==> src/rtl/seg_pkg.sv <==
// Shared segment encoding for the multiplexed seven-segment scanner.
// Segment byte layout is active-low {a,b,c,d,e,f,g,dp} with a in bit 7.
package seg_pkg;

    typedef logic [7:0] seg_t;

    localparam seg_t SEG_OFF = 8'hFF;

    localparam int SEG_A  = 7;
    localparam int SEG_G  = 1;
    localparam int SEG_DP = 0;

    // Entry n is the full active-low pattern for hex digit n with dp dark.
    localparam logic [15:0][7:0] HEX_SEG = {
        8'h71, 8'h61, 8'h85, 8'h63, 8'hC1, 8'h11, 8'h09, 8'h01,
        8'h1F, 8'h41, 8'h49, 8'h99, 8'h0D, 8'h25, 8'h9F, 8'h03
    };

    function automatic logic [6:0] hex_to_seg7(input logic [3:0] nib);
        seg_t pattern;
        pattern = HEX_SEG[nib];
        return pattern[SEG_A:SEG_G];
    endfunction

endpackage

==> src/rtl/seg_hex_decoder.sv <==
// Combinational hex nibble to seven-segment (a..g, active-low) decoder.
module seg_hex_decoder
    import seg_pkg::*;
(
    input  logic [3:0] nib,
    output logic [6:0] seg7
);

    assign seg7 = hex_to_seg7(nib);

endmodule

==> src/rtl/seg_scan_display.sv <==
// Multiplexed seven-segment scanner with anti-ghost blanking and frame-synchronous data update.
// Optional build macro SEG_LZ_SUPPRESS_EN enables leading-zero suppression on the displayed data.
module seg_scan_display
    import seg_pkg::*;
#(
    parameter int N_DIGITS     = 8,
    parameter int DIV_W        = 15,
    parameter int BLANK_CYCLES = 16
) (
    input  logic                  clk,
    input  logic                  rst_n,
    input  logic [4*N_DIGITS-1:0] data_in,
    input  logic [N_DIGITS-1:0]   dp_in,
    input  logic [N_DIGITS-1:0]   blank_in,
    input  logic                  load,
    output logic                  upd_pend,
    output logic                  frame_start,
    output logic [N_DIGITS-1:0]   dig_sel,
    output logic [7:0]            seg
);

    localparam int               IDX_W     = $clog2(N_DIGITS);
    localparam logic [DIV_W-1:0] BLANK_LIM = DIV_W'(BLANK_CYCLES);
    localparam logic [IDX_W-1:0] LAST_IDX  = IDX_W'(N_DIGITS - 1);

    logic [DIV_W-1:0]      div_reg;
    logic [IDX_W-1:0]      idx_reg;
    logic [4*N_DIGITS-1:0] pend_data_reg, act_data_reg;
    logic [N_DIGITS-1:0]   pend_dp_reg, act_dp_reg;
    logic [N_DIGITS-1:0]   pend_blank_reg, act_blank_reg;
    logic                  upd_pend_reg;
    logic                  frame_start_reg;
    logic [N_DIGITS-1:0]   dig_sel_reg, dig_sel_next;
    seg_t                  seg_reg, seg_next;

    logic                  terminal;
    logic                  boundary;
    logic [3:0]            nib [N_DIGITS];
    logic [N_DIGITS-1:0]   one_hot;
    logic [N_DIGITS-1:0]   lz_mask;
    logic [N_DIGITS-1:0]   eff_blank;
    logic [3:0]            cur_nib;
    logic [6:0]            cur_seg7;

    assign terminal = &div_reg;
    assign boundary = terminal && (idx_reg == LAST_IDX);

    always_ff @(posedge clk) begin
        if (!rst_n) begin
            div_reg <= '0;
            idx_reg <= '0;
        end else begin
            div_reg <= div_reg + DIV_W'(1);
            if (terminal) begin
                idx_reg <= (idx_reg == LAST_IDX) ? '0 : idx_reg + IDX_W'(1);
            end
        end
    end

    // Active data only moves at the frame boundary so a frame never mixes old and new values.
    always_ff @(posedge clk) begin
        if (!rst_n) begin
            pend_data_reg   <= '0;
            pend_dp_reg     <= '0;
            pend_blank_reg  <= '0;
            act_data_reg    <= '0;
            act_dp_reg      <= '0;
            act_blank_reg   <= '0;
            upd_pend_reg    <= 1'b0;
            frame_start_reg <= 1'b0;
        end else begin
            frame_start_reg <= boundary;
            if (load) begin
                pend_data_reg  <= data_in;
                pend_dp_reg    <= dp_in;
                pend_blank_reg <= blank_in;
            end
            if (boundary && load) begin
                act_data_reg  <= data_in;
                act_dp_reg    <= dp_in;
                act_blank_reg <= blank_in;
                upd_pend_reg  <= 1'b0;
            end else if (boundary && upd_pend_reg) begin
                act_data_reg  <= pend_data_reg;
                act_dp_reg    <= pend_dp_reg;
                act_blank_reg <= pend_blank_reg;
                upd_pend_reg  <= 1'b0;
            end else if (load) begin
                upd_pend_reg  <= 1'b1;
            end
        end
    end

    // Digit 0 is the leftmost nibble (most significant bits of the bus).
    generate
        for (genvar gi = 0; gi < N_DIGITS; gi++) begin : g_digit
            assign nib[gi]     = act_data_reg[4*(N_DIGITS-gi)-1 -: 4];
            assign one_hot[gi] = (idx_reg == IDX_W'(gi));
        end
    endgenerate

`ifdef SEG_LZ_SUPPRESS_EN
    // Scan from the left; zeros without dp ahead of the first visible significant digit go dark.
    always_comb begin : lz_scan
        logic leading;
        leading = 1'b1;
        lz_mask = '0;
        for (int i = 0; i < N_DIGITS - 1; i++) begin
            if (leading && (nib[i] == 4'd0) && !act_dp_reg[i]) begin
                lz_mask[i] = 1'b1;
            end
            if (!act_blank_reg[i] && ((nib[i] != 4'd0) || act_dp_reg[i])) begin
                leading = 1'b0;
            end
        end
    end
`else
    assign lz_mask = '0;
`endif

    assign eff_blank = act_blank_reg | lz_mask;
    assign cur_nib   = nib[idx_reg];

    seg_hex_decoder u_dec (
        .nib  (cur_nib),
        .seg7 (cur_seg7)
    );

    always_comb begin
        dig_sel_next = '0;
        seg_next     = SEG_OFF;
        if (div_reg >= BLANK_LIM) begin
            dig_sel_next = one_hot;
            if (!eff_blank[idx_reg]) begin
                seg_next[SEG_A:SEG_G] = cur_seg7;
                seg_next[SEG_DP]      = ~act_dp_reg[idx_reg];
            end
        end
    end

    always_ff @(posedge clk) begin
        if (!rst_n) begin
            dig_sel_reg <= '0;
            seg_reg     <= SEG_OFF;
        end else begin
            dig_sel_reg <= dig_sel_next;
            seg_reg     <= seg_next;
        end
    end

    assign upd_pend    = upd_pend_reg;
    assign frame_start = frame_start_reg;
    assign dig_sel     = dig_sel_reg;
    assign seg         = seg_reg;

endmodule
==> config.mk <==
export PLATFORM = sky130hd
export DESIGN_NAME = seg_scan_display
export DESIGN_NICKNAME = d
export VERILOG_FILES = /design/src/rtl/seg_pkg.sv /design/src/rtl/seg_hex_decoder.sv /design/src/rtl/seg_scan_display.sv
export SDC_FILE = /design/constraint.sdc
export NUM_CORES = 1
export LEC_CHECK = 0
export CAP_MARGIN = 25
export CELL_PAD_IN_SITES_DETAIL_PLACEMENT = 0
export CELL_PAD_IN_SITES_GLOBAL_PLACEMENT = 1
export CORE_UTILIZATION = 40
export CTS_CLUSTER_SIZE = 20
export DETAILED_ROUTE_END_ITERATION = 10
export HOLD_SLACK_MARGIN = 0.06
export PLACE_DENSITY = 0.75
export SETUP_SLACK_MARGIN = 0.1
export SLEW_MARGIN = 20
export SYNTH_ARGS = -nofsm -noshare
export SYNTH_HDL_FRONTEND = slang
export SYNTH_HIERARCHICAL = 1
export SYNTH_SLANG_ARGS = --single-unit
==> constraint.sdc <==
create_clock -name clk -period 6.9 [get_ports clk]
set_input_delay 1.38 -clock clk [delete_from_list [all_inputs] [get_ports clk]]
set_output_delay 1.38 -clock clk [all_outputs]
set_load 0.02 [all_outputs]
==> flow_summary.json, run 1 <==
{
  "ant_nets": 0,
  "tightest_slew_ps": 930,
  "via_per_inst": 5.14,
  "cts_root_buf": "clkbuf_16",
  "cp_max_fo": 53,
  "drv_slew": 0,
  "synth-edff-count": 0,
  "grt_overflow_total": 0,
  "crit_path_start": "rst_n",
  "fp.coreArea_um2": 14000,
  "grt_max_degree": 73,
  "hold_violations": 0,
  "yosys.area.top_type_share": 0.459,
  "cts.sinks": 132,
  "worstSetupEndpointType": "register",
  "postSynthRegisterBits": 132,
  "diodes": 0,
  "io_pins": 69,
  "drt_iter0_markers": 215,
  "finClkSkew_ps": 12.1,
  "finalSetupViolations": 0,
  "synth_common_cells": "132 x dfxtp_1, 67 x nor2_1, 54 x mux2i_1",
  "layout.nets": 679,
  "clock_path_buffers": 2,
  "p_leak_nw": 2.91,
  "final_layout_size_suffix_gt1_frac": 0.139,
  "ir_drop_mv": 0.155,
  "period_minus_slack_ps": 3290,
  "dp_worst_setup_slack_ps": 3100,
  "postSynth.asyncResetShare": 0,
  "fp.dieH_um": 122,
  "start_util": 0.412,
  "reg2reg_to": "seg[4]",
  "numCtsBuffers": 17,
  "critPathLaunchType": "input port",
  "clk_pin_slew_ps": 50,
  "worstSkewPairLatency_ps": 420,
  "cts_resized": 0,
  "critPathKind": "in -> reg",
  "fmax_mhz": 304,
  "ys_types": 52,
  "setup_ws_ps": 3610,
  "hold_start": "act_data_reg[8]",
  "port_buffers": 68,
  "crit_slowest_cell": "a31oi_1",
  "fill_cells": 1270,
  "rsz0062_at_grt": "no",
  "critical_path_arrival_ps": 3580,
  "gp_congestion": 0.777,
  "cp_cell_sequence": "clkdlybuf4s50_1 -> buf_4 -> inv_2 -> a31oi_1 -> nand3_1 -> or2_2",
  "power.density_nw_per_um2": 258,
  "hold_buffers": 0,
  "netlist_top_cells_area": "dfxtp_1 46%, mux2i_1 9.4%, mux2_4 5.2%, nor2_1 4.4%, mux4_2 4.3%",
  "syn_nets": 625,
  "dr.pass1.iters": 4,
  "synth_top_area_cell": "dfxtp_1",
  "synthCells": 559,
  "grt_pass1_wl_um": 20500,
  "ff2ff_path_depth": 8,
  "ys.flop_type": "dfxtp_1",
  "grt_pass1_vias": 4016,
  "holdPathEnd": "act_data_reg[8]",
  "wire_per_inst_um": 15.4,
  "cpPeakStageDelay_ps": 560,
  "status": "complete, no violations",
  "rrSetupSlack_ps": 3860,
  "grt_use_total": 0.181,
  "hold_path_class": "reg -> reg",
  "hold_depth": 2,
  "r2r_start": "idx_reg[0]",
  "yosysSeqAreaShare": 0.459,
  "avgSynthCellArea_um2": 10.3,
  "vias": 4143,
  "netlist_area_um2": 5760,
  "dieArea_um2": 14900,
  "wirelength_um": 12400,
  "cts_max_level": 4,
  "syn2layout_area_growth_pct": 23.8,
  "relSlewSlack": 0.379,
  "required_ps": 7190,
  "antenna_found_initial": 0,
  "period_share": 0.477,
  "rows": 43,
  "synth_most_common_cell": "dfxtp_1",
  "place_hpwl_um": 8120,
  "yosys_warnings": 6,
  "drc_errors": 0,
  "die_x_um": 122,
  "tritoncts": "done",
  "max_cap_viol_count": 0,
  "fin_setup_tns_ps": 0,
  "cts_setup_buffers": 0
}
==> final cells by class <==
class | instances | area (µm²) | share of cell area
clock buffers | 23 | 488 | 0.0684
clock inverters | 9 | 149 | 0.0209
inverters | 13 | 48.8 | 0.00684
multi-input cells | 376 | 2850 | 0.400
flip-flops and latches | 132 | 2640 | 0.370
well taps | 180 | 225 | 0.0316
repair buffers | 73 | 728 | 0.102
==> report_power, final <==
group          switching [mW]  internal, mW
Combinational          0.0475        0.0507
Clock                   0.312         0.641
Sequential            0.00768         0.781
Total                   0.367          1.47
==> kinds of logic (layout without fill, tap and decap cells) <==
logic type                 Yosys count  after routing  share of synthesized area
DFF                                132            132                      0.459
xor gates and xnor gates            10             10                     0.0152
and+or+nand+nor                    193            193                      0.164
muxes                               92             92                      0.203
adders and majority gates           15             15                     0.0326
buffers and inverters               51            118                     0.0476
AOI/OAI and AO/OA                   66             66                     0.0788
==> per-stage QoR <==
step	cell area, µm²	std cells	total power [mW]	hold WS (ps)	utilization
final	7130	806	1.84	476	0.510
after global routing	7130	806	1.91	503	0.510
after CTS	7110	805	1.86	479	0.509
after detailed placement	6480	773	0.903	468	0.463
after global placement	6480	773	0.901	456	0.463
after floorplan	5760	559	0.858	437	-
==> placed cells by master (no fill, tap or decap), types with 6 or more instances in the layout <==
cell type	Yosys	final
dfxtp_1	132	132
nor2_1	67	67
clkdlybuf4s50_1	0	67
mux2i_1	54	54
nand2_1	46	46
and2_1	30	30
a22oi_1	22	22
o22ai_1	21	21
mux2_4	20	20
clkbuf_16	0	17
ha_1	15	15
inv_1	13	12
mux4_2	11	11
and3_1	7	7
mux2_2	7	7
or2_2	7	7
xnor2_1	6	6
==> worst max-delay path by stage <==
stage               endpoint  slack (ps)  cells past startpoint
finish                seg[2]        3610                      6
global route          seg[2]        3370                      6
CTS                   seg[2]        3550                      6
global placement      seg[6]        3220                      6
floorplan             seg[4]        3960                     10
detailed placement    seg[2]        3100                      6
==> per-layer routing <==
metal,part of all wire,global-route usage,vias up
met3,0.043,0.0468,15
met5,0,0,-
met2,0.45,0.273,88
li1,-,-,2075
met1,0.50,0.245,1965
met4,0.016,0.0733,0
==> worst max-delay path: cells and delay by family <==
family,cells,cell delay (ps)
compound gates,1,560
buf+inv,3,930
simple gates,2,700
Note: power is estimated with default switching activity, not from simulation.
==> run 2: changes to the inputs <==
Clock period 6.9 ns to 3.1 ns, I/O delays scaled along.
==> flow_summary.json, run 2 (synthesis gave the netlist of run 1 again) <==
{
  "status": "complete, no violations",
  "hold_buffers": 0,
  "grt_pass1_wl_um": 20300,
  "dr.pass1.iters": 5,
  "grt_use_met3": 0.0496,
  "clk_pin_slew_ps": 50,
  "dieArea_um2": 14900,
  "vias": 4196,
  "cts.sinks": 132,
  "critPathKind": "reg -> reg",
  "met1_usage": 0.246,
  "critPathLaunchType": "register",
  "busiest_layer": "met2",
  "wirelength_um": 12500,
  "mostFrequentLayoutCells": "132 x dfxtp_1, 67 x nor2_1, 67 x clkdlybuf4s50_1, 54 x mux2i_1, 46 x nand2_1",
  "drc_errors": 0,
  "cts_root_buf": "clkbuf_16",
  "critical_path_arrival_ps": 3000,
  "required_ps": 3400,
  "max_cap_viol_count": 0,
  "cts_max_level": 4,
  "grt_overflow_total": 0,
  "hold_start": "act_dp_reg[3]",
  "ir_drop_mv": 0.303,
  "tightest_slew_ps": 713,
  "dp_worst_setup_slack_ps": 371,
  "ant_nets": 0,
  "wire_per_inst_um": 15.4,
  "grt_max_degree": 53,
  "use_met2": 0.268,
  "grt_pass1_vias": 3963,
  "relSlewSlack": 0.520,
  "cts_setup_buffers": 0,
  "fin_setup_tns_ps": 0,
  "finalSetupViolations": 0,
  "grt_use_total": 0.180,
  "final_layout_size_suffix_gt1_frac": 0.144,
  "r2r_start": "idx_reg[0]",
  "hold_path_class": "reg -> reg",
  "crit_path_start": "idx_reg[0]",
  "die_x_um": 122,
  "fill_cells": 1297,
  "hold_slack_ps": 472,
  "ff2ff_path_depth": 8,
  "finClkSkew_ps": 8.52,
  "layout.nets": 687,
  "diodes": 0,
  "worstSkewPairLatency_ps": 420,
  "endpoint": "seg[4]",
  "drv_slew": 0,
  "cp_max_fo": 10,
  "antenna_found_initial": 0,
  "fmax_mhz": 371,
  "via_per_inst": 5.16,
  "p_total_mw": 3.87,
  "port_buffers": 68,
  "final_common_cell": "dfxtp_1",
  "reg2reg_to": "seg[4]",
  "tritoncts": "done",
  "fp.coreArea_um2": 14000,
  "rsz0062_at_grt": "no",
  "place_hpwl_um": 8580,
  "period_share": 0.870,
  "gp_congestion": 0.834,
  "rows": 43,
  "power.density_nw_per_um2": 544,
  "setup_ws_ps": 402,
  "numCtsBuffers": 17,
  "start_util": 0.412,
  "syn2layout_area_growth_pct": 23.3,
  "rrSetupSlack_ps": 400,
  "clock_path_buffers": 2,
  "period_minus_slack_ps": 2700,
  "hold_violations": 0,
  "worstSetupEndpointType": "register",
  "io_pins": 69,
  "p_leak_nw": 2.90,
  "fp.dieH_um": 122,
  "drt_iter0_markers": 291,
  "cts_resized": 0
}
==> run 2: cell count changes in the layout (fill, tap and decap cells not counted), sizes merged <==
| cell | delta |
|---|---|
| clkinv | -2 |
| clkbuf | +4 |
| buf | +8 |
| bufinv | -3 |
==> run 2: per-layer routing <==
metal	vias to the layer above	wire length (µm)
li1	2084	-
met4	0	176
met3	17	578
met2	97	5650
met5	-	0
met1	1998	6130
==> run 2: where the power goes <==
part	total, mW	internal [mW]	switching [mW]
clock network	1.89	1.20	0.690
registers	1.76	1.74	0.0171
logic	0.218	0.113	0.105
total	3.87	3.05	0.813
==> run 2: cell type report <==
class,count,area [µm²],area share
clock inverters,4,45.0,0.00634
repair buffers,81,776,0.109
inverters,13,48.8,0.00687
multi-input cells,376,2850,0.402
clock buffers,27,513,0.0722
flip-flops and latches,132,2640,0.372
well taps,180,225,0.0317
==> run 2: worst max-delay path, cell delays in order (launching register included) <==
cell and delay (ps):
dfxtp_1 650, mux4_2 560, nand2_1 90, nand2_1 160, inv_1 170, ha_1 160, inv_1 50, mux4_2 450
or2_2 290
==> run 2: per-stage QoR <==
| stage | instance area [µm²] | utilization | std cells |
|---|---|---|---|
| floorplan | 5760 | - | 559 |
| global placement | 6550 | 0.468 | 782 |
| detailed placement | 6550 | 0.468 | 782 |
| CTS | 7100 | 0.508 | 813 |
| global route | 7100 | 0.508 | 813 |
| finish | 7100 | 0.508 | 813 |
==> run 2: how the worst min path moves through the flow <==
stage                         end  slack [ps]  cells after the start
global placement       div_reg[0]         450                      1
finish              act_dp_reg[3]         470                      2
global route        act_dp_reg[5]         500                      2
CTS                 act_dp_reg[3]         480                      2
floorplan              div_reg[0]         440                      1
detailed placement  act_dp_reg[3]         460                      2
==> run 3: changes to the inputs <==
Settings changed: CORE_ASPECT_RATIO set to 1.5, GPL_ROUTABILITY_DRIVEN set to 0.
==> flow_summary.json, run 3 (synthesis gave the netlist of run 1 again) <==
{
  "status": "complete, no violations",
  "drc_errors": 0,
  "finalSetupViolations": 0,
  "die_x_um": 100,
  "rows": 53,
  "critPathLaunchType": "register",
  "cts_root_buf": "clkbuf_16",
  "dp_worst_setup_slack_ps": 485,
  "fmax_mhz": 386,
  "numCtsBuffers": 17,
  "finClkSkew_ps": 7.80,
  "dieArea_um2": 14900,
  "diodes": 0,
  "cts_setup_buffers": 0,
  "rrSetupSlack_ps": 510,
  "clock_path_buffers": 2,
  "hold_path_class": "reg -> reg",
  "wirelength_um": 12300,
  "wire_per_inst_um": 15.0,
  "max_cap_viol_count": 0,
  "fin_setup_tns_ps": 0,
  "ant_nets": 0,
  "drt_iter0_markers": 151,
  "mostFrequentLayoutCells": "132 x dfxtp_1, 67 x nor2_1, 67 x clkdlybuf4s50_1, 54 x mux2i_1, 46 x nand2_1",
  "drv_slew": 0,
  "cp_max_fo": 7,
  "required_ps": 3390,
  "dr.pass1.iters": 4,
  "busiest_layer": "met2",
  "tightest_slew_ps": 863,
  "layout.nets": 685,
  "port_buffers": 68,
  "cts_max_level": 4,
  "tritoncts": "done",
  "grt_use_total": 0.175,
  "power.density_nw_per_um2": 558,
  "critical_path_arrival_ps": 2880,
  "final_layout_size_suffix_gt1_frac": 0.149,
  "fp.coreArea_um2": 14100,
  "grt_max_degree": 72,
  "critPathKind": "reg -> reg",
  "fp.dieH_um": 149,
  "ir_drop_mv": 0.272,
  "cts_resized": 0,
  "grt_use_met3": 0.0440,
  "start_util": 0.410,
  "io_pins": 69,
  "vias": 4118,
  "antenna_found_initial": 0,
  "syn2layout_area_growth_pct": 24.3,
  "period_minus_slack_ps": 2590,
  "grt_overflow_total": 0,
  "via_per_inst": 5.00,
  "hold_slack_ps": 472,
  "clk_pin_slew_ps": 60,
  "p_leak_nw": 2.92,
  "rsz0062_at_grt": "no",
  "final_common_cell": "dfxtp_1",
  "relSlewSlack": 0.419,
  "met1_usage": 0.208,
  "period_share": 0.835,
  "grt_pass1_wl_um": 20200,
  "hold_buffers": 0,
  "worstSkewPairLatency_ps": 410,
  "cts.sinks": 132,
  "use_met2": 0.302,
  "hold_violations": 0,
  "setup_ws_ps": 510,
  "worstSetupEndpointType": "register",
  "grt_pass1_vias": 4126,
  "place_hpwl_um": 8510
}
==> run 3: changes by cell type in the layout (fill, tap and decap cells not counted) <==
cell | before | now
clkbuf_1 | 5 | 1
clkbuf_8 | 5 | 1
buf_4 | 14 | 11
clkinv_4 | 0 | 3
bufinv_16 | 1 | 3
clkinv_2 | 3 | 5
buf_12 | 0 | 1
clkinvlp_4 | 0 | 1
inv_6 | 0 | 1
==> run 3: report_power, final <==
part           switching (mW)  internal, mW  total [mW]
sequential             0.0176          1.74        1.76
combinational           0.104         0.113       0.217
clock                   0.739          1.28        2.02
==> run 3: final timing paths <==
kind | start | endpoint | depth (start not counted)
hold / removal | div_reg[0] | div_reg[0] | 1
setup reg to reg | idx_reg[0] | seg[4] | 8
setup / recovery | idx_reg[0] | seg[4] | 8
hold reg to reg | div_reg[0] | div_reg[0] | 1
==> run 3: layout make-up <==
class                   instances  area [µm²]
clock buffers                  19         443
multi-input cells             376        2850
clock inverters                13         158
well taps                     192         240
repair buffers                 79         773
flip-flops and latches        132        2640
inverters                      13        48.8
fillers                      1333        6900
==> run 3: critical path, cell delays in order, from the launching register on <==
cell and delay, ps:
dfxtp_1 570, mux4_2 550, nand2_1 80, nand2_1 160, inv_1 180, ha_1 150, inv_1 40, mux4_2 440
or2_2 290
==> run 3: stage by stage <==
step	utilization	power [mW]	cell area [µm²]	cells
floorplan	-	1.91	5760	559
finish	0.509	4.00	7160	824
detailed placement	0.466	2.01	6560	792
CTS	0.509	4.04	7160	824
global route	0.509	4.14	7160	824
global placement	0.466	2.01	6560	792
==> run 3: routing by layer <==
layer / wire, µm / vias up
met3: 426 / 14
met2: 6250 / 83
met1: 5430 / 1947
li1: - / 2074
met5: 0 / -
met4: 219 / 0
==> edit: new RTL, config.mk and constraints of run 3 <==
`BLANK_CYCLES`: 16 -> 12.
--- a/src/rtl/seg_scan_display.sv
+++ b/src/rtl/seg_scan_display.sv
@@ -5,7 +5,7 @@
 #(
     parameter int N_DIGITS     = 8,
     parameter int DIV_W        = 15,
-    parameter int BLANK_CYCLES = 16
+    parameter int BLANK_CYCLES = 12
 ) (
     input  logic                  clk,
     input  logic                  rst_n,
Function: no difference found for any inputs over 10 cycles, from zero or initial values and one cycle with rst_n low; that may be too few to reach the edited logic, so the function may still have changed.
==> edit against run 3 <==
Die area is 0.23% higher; critical path depth stayed put; via count is 1.0% higher; design area is 0.93% higher; total power is 3.1% higher; wire length is 4.0% higher; worst setup slack worse by 25 ps; global-route usage is 0.99 points higher; sequential cell count stayed put; cell count is 0.49% lower; core utilization is 0.47 points higher; synthesized area is 0.24% higher; critical endpoint unchanged.
==> edit: results (changes against run 3) <==
critical_path:
  worst_ep_arrival_time_ps: 2910  # +30 ps
  r2r-start: "idx_reg[1]$_SDFFE_PN0P_"
  rrSetupSlack_ps: 490  # -20 ps
  critical_path.top_delay_family: "multiplexers"
  cp-endpoint: "seg[4]$_SDFF_PP1_"
  crit_slowest_cell: "dfxtp_1"
  crit_type: "reg -> reg"
  r2r_end: "seg[4]$_SDFF_PP1_"
  max_stage_delay_ps: 580
  path_max_fanout: 9  # +2
  reg2regPathDepth: 8  # unchanged
power:
  ir_drop_mv: 0.304  # +12%
  leakage_nw: 2.95  # +1.1%
  switching_power_w: 0.000892  # +3.6%
synthesis:
  ys_seq_area_share_pct: 45.8  # -0.11 points
  synth.distinct_cells: 46  # -12%
  syn_nets: 624  # -0.16%
  synth.top_cells.by_count: "dfxtp_1 (132), nor2_1 (70), mux2i_1 (52), and2_1 (33), clkbuf_1 (26)"
  synth_area_leaders: "dfxtp_1 (46%), mux2i_1 (9.0%), mux2_4 (5.2%)"
route:
  dr.pass1.iters: 5  # +1
  vias_per_cell: 5.07  # +1.5%
  drt_wl_total_um: 12800  # +4.0%
  drtIter0Drc: 187  # +24%
hold_path:
  min-delay-start: "div_reg[0]$_SDFF_PN0_"
  hold_path_depth: 1  # unchanged
  hold-path-endpoint: "div_reg[0]$_SDFF_PN0_"
grt:
  grt_pass1_vias: 4256  # +3.2%
  grtUsageTotal_pct: 18.5  # +0.99 points
  use_met3_pct: 3.70  # -0.70 points
  met1_usage_pct: 20.5  # -0.37 points
  use_met2_pct: 34.0  # +3.7 points
  grt_max_degree: 51  # -29%
  antenna_found_initial: 0  # unchanged
  grt_pass1_wl_um: 21200  # +4.6%
final_layout:
  diodes: 0  # unchanged
  fillCellCount: 1355  # +1.7%
  fin_nets: 681  # -0.58%
  drive_gt1_share_pct: 15.4  # +0.57 points
outcome:
  status: "complete, no violations"
timing:
  fin_skew_ps: 11.5  # +3.69 ps
  slew_headroom_pct: 66.6  # +25 points
clock_network:
  numCtsBuffers: 17  # unchanged
  clk_latency_ps: 420
  cts_root_buf: "clkbuf_16"
  postCtsSetupBuffers: 0  # unchanged
  cts.clk_slew.worst_paths_ps: 60  # about the same
  ctsResizeCount: 0  # unchanged
  cts.htree.levels: 4  # unchanged
place:
  hpwl_um: 9270  # +8.9%
  port_buffers: 68  # unchanged
==> edit: cell count changes after synthesis, sizes merged, moves of 4 or more <==
cell    delta
xnor2      -4
o22ai     -21
o211ai    +21
xor2       +7
nand2     -26
o21ai     +20
nor4       -4
==> edit: area by class of cell <==
cell class	count	area share, %
Clock buffer	18	6.08
Clock inverter	14	2.77
Inverter	11	0.572
Multi-Input combinational cell	371	39.8
Sequential cell	132	36.6
Tap cell	192	3.33
Timing Repair Buffer	82	10.8
==> edit: stage by stage <==
stage | setup WS (ps) | instance area (sq um) | instances | hold WS [ps] | total power [W]
final | 486 | 7220 | 820 | 459 | 0.00412
after global placement | 576 | 6590 | 788 | 439 | 0.00201
after global routing | 322 | 7220 | 820 | 480 | 0.00427
after detailed placement | 495 | 6590 | 788 | 451 | 0.00201
after floorplan | 338 | 5770 | 558 | 425 | 0.00190
after CTS | 479 | 7220 | 820 | 464 | 0.00416
==> edit: metal layers <==
layer / up-vias / wire (um) / share of wire (%)
li1: 2070 / - / -
met1: 2008 / 5250 / 41
met2: 68 / 7080 / 55
met3: 15 / 274 / 2.1
met4: 0 / 216 / 1.7
met5: - / 0 / 0
==> edit: power by group through the flow <==
stage,clock [W],combinational (W),sequential (W)
CTS,0.00218,0.000221,0.00176
global route,0.00228,0.000237,0.00176
detailed placement,0,0.000220,0.00179
finish,0.00215,0.000217,0.00176
global placement,0,0.000216,0.00179
floorplan,0,0.000116,0.00179
==> edit: logic make-up after synthesis <==
| family | count (synthesis) | synth area share, % |
|---|---|---|
| and+or+nand+nor | 169 | 14.9 |
| DFF | 132 | 45.8 |
| muxes | 91 | 20.1 |
| AOI/OAI and AO/OA | 83 | 9.69 |
| buffers and inverters | 55 | 4.40 |
| adders and majority gates | 15 | 3.25 |
| xor gates and xnor gates | 13 | 1.97 |
